File: src/rtl/ro_reg_pkg.sv
// Shared constants and sizing helpers for the read-only status register bank.
package ro_reg_pkg;

   localparam int WORD_W    = 32;
   localparam int MAX_CH    = 16;
   localparam int MAX_VLD_W = 64;

   // One bus word covers values up to 32 bits; wider values take two.
   function automatic int words_per_ch(input int vld_width);
      return (vld_width <= WORD_W) ? 1 : 2;
   endfunction

   // Number of consecutive word addresses occupied by the whole bank.
   function automatic int bank_span(input int num_ch, input int vld_width);
      return num_ch * words_per_ch(vld_width);
   endfunction

endpackage

File: src/rtl/ro_reg_sticky.sv
// Single-channel sticky accumulator: bits latch high until the channel is read.
// The clearing read reloads with the current input, so a bit rising in that
// same cycle survives into the next read.
module ro_reg_sticky #(
   parameter int W = 8
) (
   input  logic         clk_i,
   input  logic         rst_i,
   input  logic [W-1:0] din_i,
   input  logic         clr_i,
   output logic [W-1:0] val_o
);

   logic [W-1:0] sticky_q;
   logic [W-1:0] sticky_d;

   // Accumulate new set bits, or restart from the live input on a clearing read.
   always_comb begin
      sticky_d = clr_i ? din_i : (sticky_q | din_i);
   end

   // Sticky state register.
   always_ff @(posedge clk_i or posedge rst_i) begin
      if (rst_i) sticky_q <= '0;
      else       sticky_q <= sticky_d;
   end

   assign val_o = sticky_q;

endmodule

File: src/rtl/ro_reg_bank.sv
// Multi-channel read-only status register bank on the CPU local register bus.
// Channel i word w sits at BASE_ADDR + i*WPC + w. Reads return one cycle later
// with a single-cycle acknowledge; data is zero whenever no acknowledge is
// driven so several banks can be OR-combined. Values wider than 32 bits are
// read atomically: the word 0 read snapshots the high part into a per-channel
// hold register that the word 1 read returns.
// Optional feature: define RO_REG_STICKY_EN for latch-until-read status bits.
module ro_reg_bank
   import ro_reg_pkg::*;
#(
   parameter int NUM_CH     = 4,
   parameter int VLD_WIDTH  = 32,
   parameter int ADDR_WIDTH = 13,
   parameter int BASE_ADDR  = 0
) (
   input  logic                        clks,
   input  logic                        reset,
   input  logic                        cpu_rd,
   input  logic [ADDR_WIDTH-1:0]       cpu_addr,
   input  logic [NUM_CH*VLD_WIDTH-1:0] din,
   output logic                        cpu_rd_ack,
   output logic [WORD_W-1:0]           cpu_data_out
);

   localparam int WPC  = words_per_ch(VLD_WIDTH);
   localparam int LO_W = (VLD_WIDTH > WORD_W) ? WORD_W : VLD_WIDTH;
   localparam int HI_W = (VLD_WIDTH > WORD_W) ? (VLD_WIDTH - WORD_W) : 1;

   logic [VLD_WIDTH-1:0] val       [NUM_CH];
   logic [WORD_W-1:0]    lo_word   [NUM_CH];
   logic [WORD_W-1:0]    hold_word [NUM_CH];

   logic                 rd_hit;
   logic [NUM_CH-1:0]    ch_hit;
   logic                 word_sel;
   logic [WORD_W-1:0]    rdata_d;
   logic                 ack_q;
   logic [WORD_W-1:0]    rdata_q;

   // Address decode: exact match against every mapped word of the bank.
   always_comb begin
      rd_hit   = 1'b0;
      ch_hit   = '0;
      word_sel = 1'b0;
      for (int i = 0; i < NUM_CH; i++) begin
         for (int w = 0; w < WPC; w++) begin
            if (cpu_rd && (cpu_addr == ADDR_WIDTH'(BASE_ADDR + i*WPC + w))) begin
               rd_hit    = 1'b1;
               ch_hit[i] = 1'b1;
               word_sel  = (w == 1);
            end
         end
      end
   end

   for (genvar i = 0; i < NUM_CH; i++) begin : g_ch
`ifdef RO_REG_STICKY_EN
      logic clr;
      // Only a read of the channel's last word releases its sticky bits.
      assign clr = ch_hit[i] && ((WPC == 1) || word_sel);

      ro_reg_sticky #(.W(VLD_WIDTH)) u_sticky (
         .clk_i (clks),
         .rst_i (reset),
         .din_i (din[i*VLD_WIDTH +: VLD_WIDTH]),
         .clr_i (clr),
         .val_o (val[i])
      );
`else
      assign val[i] = din[i*VLD_WIDTH +: VLD_WIDTH];
`endif

      assign lo_word[i] = WORD_W'(val[i][LO_W-1:0]);

      if (WPC == 2) begin : g_hold
         logic [HI_W-1:0] hold_q;

         // Snapshot the high part on a word 0 read; word 1 reads leave it alone.
         always_ff @(posedge clks or posedge reset) begin
            if (reset)                     hold_q <= '0;
            else if (ch_hit[i] && !word_sel) hold_q <= val[i][VLD_WIDTH-1:WORD_W];
         end

         assign hold_word[i] = WORD_W'(hold_q);
      end else begin : g_no_hold
         assign hold_word[i] = '0;
      end
   end

   // Read data mux; zero when nothing hits so the bus stays OR-able.
   always_comb begin
      rdata_d = '0;
      for (int i = 0; i < NUM_CH; i++) begin
         if (ch_hit[i]) rdata_d = word_sel ? hold_word[i] : lo_word[i];
      end
   end

   // Output stage: one-cycle acknowledge with its data.
   always_ff @(posedge clks or posedge reset) begin
      if (reset) begin
         ack_q   <= 1'b0;
         rdata_q <= '0;
      end else begin
         ack_q   <= rd_hit;
         rdata_q <= rdata_d;
      end
   end

   assign cpu_rd_ack   = ack_q;
   assign cpu_data_out = rdata_q;

endmodule

File: config.mk
export PLATFORM = sky130hd
export DESIGN_NAME = ro_reg_bank
export DESIGN_NICKNAME = d
export VERILOG_FILES = /design/src/rtl/ro_reg_pkg.sv /design/src/rtl/ro_reg_sticky.sv /design/src/rtl/ro_reg_bank.sv
export SDC_FILE = /design/constraint.sdc
export NUM_CORES = 1
export LEC_CHECK = 0
export CELL_PAD_IN_SITES_DETAIL_PLACEMENT = 1
export CELL_PAD_IN_SITES_GLOBAL_PLACEMENT = 2
export CORE_MARGIN = 2
export CORE_UTILIZATION = 18
export CTS_CLUSTER_SIZE = 25
export DETAILED_ROUTE_END_ITERATION = 16
export PLACE_DENSITY = 0.85
export SLEW_MARGIN = 30
export SYNTH_ARGS = -nofsm -noshare
export SYNTH_HDL_FRONTEND = slang
export SYNTH_SLANG_ARGS = --single-unit
File: constraint.sdc
create_clock -name clks -period 1.2 [get_ports clks]
set_input_delay 0.18 -clock clks [delete_from_list [all_inputs] [get_ports clks]]
set_output_delay 0.18 -clock clks [all_outputs]
set_load 0.1 [all_outputs]
==> results.sh <==
export IMPL_synth_top_cells_by_count="dfrtp_1, and4_1, mux4_2"
export IMPL_num_antenna_cells=0
export IMPL_die_h_microns=109
export IMPL_synth_area_leaders="dfrtp_1, mux4_2, and4_1"
export IMPL_synth_adder_area_share_pct=0
export IMPL_dpl_worst_slack_ns=-0.303
export IMPL_via_per_inst=4.41
export IMPL_drtIter0Drc=71
export IMPL_routabilityCongestion=0.715
export IMPL_setup_ws_ns=0.0178
export IMPL_synth_most_common_cell="dfrtp_1"
export IMPL_final_nets=446
export IMPL_ir_drop_uv=305
export IMPL_final_cells=443
export IMPL_grt_remaining_overflow=0
export IMPL_ys_seq_area_share_pct=41.7
export IMPL_avgSynthCellArea_sq_um=16.8
export IMPL_critical_path_class="input pin to flip-flop"
export IMPL_power_density_mw_per_mm2=605
export IMPL_cts_tree="built"
export IMPL_gr_usage_met2_pct=26.4
export IMPL_synthArstFlopShare_pct=100
export IMPL_yosys_area_top_type="dfrtp_1"
export IMPL_clk_path_buf_depth=2
export IMPL_drive_gt1_share_pct=30.7
export IMPL_tightest_slew_ns=0.203
export IMPL_fin_util_pct=42.6
export IMPL_hpwl_microns=6630
export IMPL_dp_cells=426
export IMPL_use_met3_pct=2.33
export IMPL_finalHoldViolCount=0
export IMPL_synthSimpleGateAreaFrac_pct=16.5
export IMPL_synth_distinct_cells=11
export IMPL_period_needed_ns=1.18
export IMPL_finalCritPeriodShare_pct=98.5
export IMPL_fillers=1108
export IMPL_rows=38
export IMPL_routedWlPerCell_microns=19.5
export IMPL_grt_pass1_vias=2239
export IMPL_required_ns=1.41
export IMPL_slew_violations=0
export IMPL_syn_nets=262
export IMPL_cp_max_fo=8
export IMPL_ctsHoldBuffers=0
export IMPL_syn2layout_area_growth_pct=132
export IMPL_syn_area_sq_mm=0.00198
export IMPL_synth_edf_count=0
export IMPL_io_buffers=176
export IMPL_synth_top_family_by_area="multiplexers"
export IMPL_dieWidth_microns=109
export IMPL_synth_ff_type="dfrtp_1"
export IMPL_start_util_pct=18.3
export IMPL_p_leak_nw=1.87
export IMPL_grt_pass1_wl_microns=11800
export IMPL_tns_ns=0
export IMPL_max_slew_margin_rel_pct=86.4
export IMPL_via_count=1953
export IMPL_yosys_register_bits=33
export IMPL_muxShareOfSynthArea_pct=36.8
export IMPL_grt_max_degree=34
export IMPL_slowest_stage="clkdlybuf4s50_1"
export IMPL_io_pins=177
export IMPL_htreeDepth=2
export IMPL_yosysWarnings=0
export IMPL_track_usage_pct=13.2
export IMPL_drtPass1Iterations=4
export IMPL_synthXorXnorAreaFrac_pct=0
export IMPL_status="completed"
export IMPL_antenna_found_initial=0
export IMPL_wl_microns=8630
export IMPL_numCtsBuffers=5
export IMPL_critPathCaptureType="flip-flop"
export IMPL_ant_nets=0
export IMPL_whs_ns=0.243
export IMPL_clock_sinks=33
export IMPL_path_cells="clkdlybuf4s50_1, nor4b_4, buf_6, clkbuf_16, and4_1"
export IMPL_cp_slowest_stage_delay_ns=0.44
export IMPL_drv_cap=0
export IMPL_die_area_sq_mm=0.0118
export IMPL_synthDominantCellAreaShare_pct=41.7
export IMPL_gr_usage_met1_pct=13.8
export IMPL_path_clk_slew_ns=0.07
export IMPL_synthCells=118
export IMPL_cp_arrival_ns=1.39
export IMPL_grt_busiest_layer="met2"
export IMPL_clock_fmax_mhz=846
export IMPL_synth_compound_area_share_pct=0
export IMPL_setup_violations_final=0
export IMPL_post_route_drc_count=0
export IMPL_cts_root_buffer="clkbuf_8"
export IMPL_worstSetupStartpointType="input pin"
export IMPL_placeableCoreArea_sq_mm=0.0108
export IMPL_hp_class="input pin to async pin"
worst max-delay path: cells and delay by family:
kind / cells / cell delay (ns)
buf+inv: 3 / 0.78
simple gates: 2 / 0.42
stage by stage:
step / area, sq um / total power, W
final: 4590 / 0.00278
after global routing: 4590 / 0.00290
after CTS: 4450 / 0.00281
after detailed placement: 4330 / 0.00198
after global placement: 4330 / 0.00197
after floorplan: 2010 / 0.00142
kinds of logic after synthesis:
| family | count (synthesis) |
|---|---|
| buffers and inverters | 17 |
| DFF | 33 |
| and+or+nand+nor | 36 |
| muxes | 32 |
power breakdown:
part,internal [W],leakage [nW],switching (W)
Combinational,0.000638,1.36,0.000236
Sequential,0.00111,0.461,0.000000169
Clock,0.000400,0.0439,0.000393
per-layer routing:
layer / wire length (microns) / share of wire, %
met1: 3090 / 36
met3: 605 / 7.0
met5: 0 / 0
met2: 4820 / 56
met4: 112 / 1.3
final timing paths:
| path | start | depth (start not counted) | end |
|---|---|---|---|
| min | reset | 3 | cpu_data_out[1]$_DFF_PP0_ |
| max | cpu_addr[10] | 5 | cpu_data_out[16]$_DFF_PP0_ |
| min in group clks | cpu_addr[2] | 5 | cpu_data_out[13]$_DFF_PP0_ |
| max in group asynchronous | reset | 3 | cpu_data_out[28]$_DFF_PP0_ |
placed cells by master, fill, tap and decap left out:
| master | Yosys | layout |
|---|---|---|
| and4_1 | 32 | 32 |
| clkinvlp_4 | 0 | 1 |
| clkinv_2 | 0 | 2 |
| inv_1 | 1 | 1 |
| dlygate4sd2_1 | 0 | 2 |
| clkdlybuf4s50_1 | 0 | 135 |
| dfrtp_1 | 33 | 33 |
| clkbuf_8 | 0 | 5 |
| and3_1 | 1 | 1 |
| nor4b_4 | 0 | 1 |
| clkbuf_16 | 0 | 4 |
| buf_2 | 3 | 2 |
| buf_16 | 0 | 1 |
| mux4_2 | 30 | 30 |
| dlymetal6s2s_1 | 0 | 4 |
| buf_12 | 0 | 41 |
| mux4_1 | 2 | 2 |
| buf_6 | 4 | 4 |
| nor4_4 | 0 | 2 |
registers in the layout, summed over array words and instances, names as in the netlist:
| name | flops |
|---|---|
| cpu_data_out | 32 |
| cpu_rd_ack | 1 |
repair_timing:
item                                    in CTS  in global routing
gates cloned                                 1                  5
resized for setup                            3                  7
setup buffers                                1                  2
endpoints found under the setup margin      10                 33
pin swaps                                    1                  2
cell type report:
type / instances / area [sq um] / share of cell area [%]
multi-input combinational: 68 / 1080 / 23.5
timing repair buffer: 193 / 2420 / 52.7
sequential: 33 / 826 / 18.0
tap: 140 / 175 / 3.81
clock buffer: 5 / 68.8 / 1.50
inverter: 1 / 3.75 / 0.0817
clock inverter: 3 / 17.5 / 0.381
No activity file was read; power rests on OpenSTA's default activity.
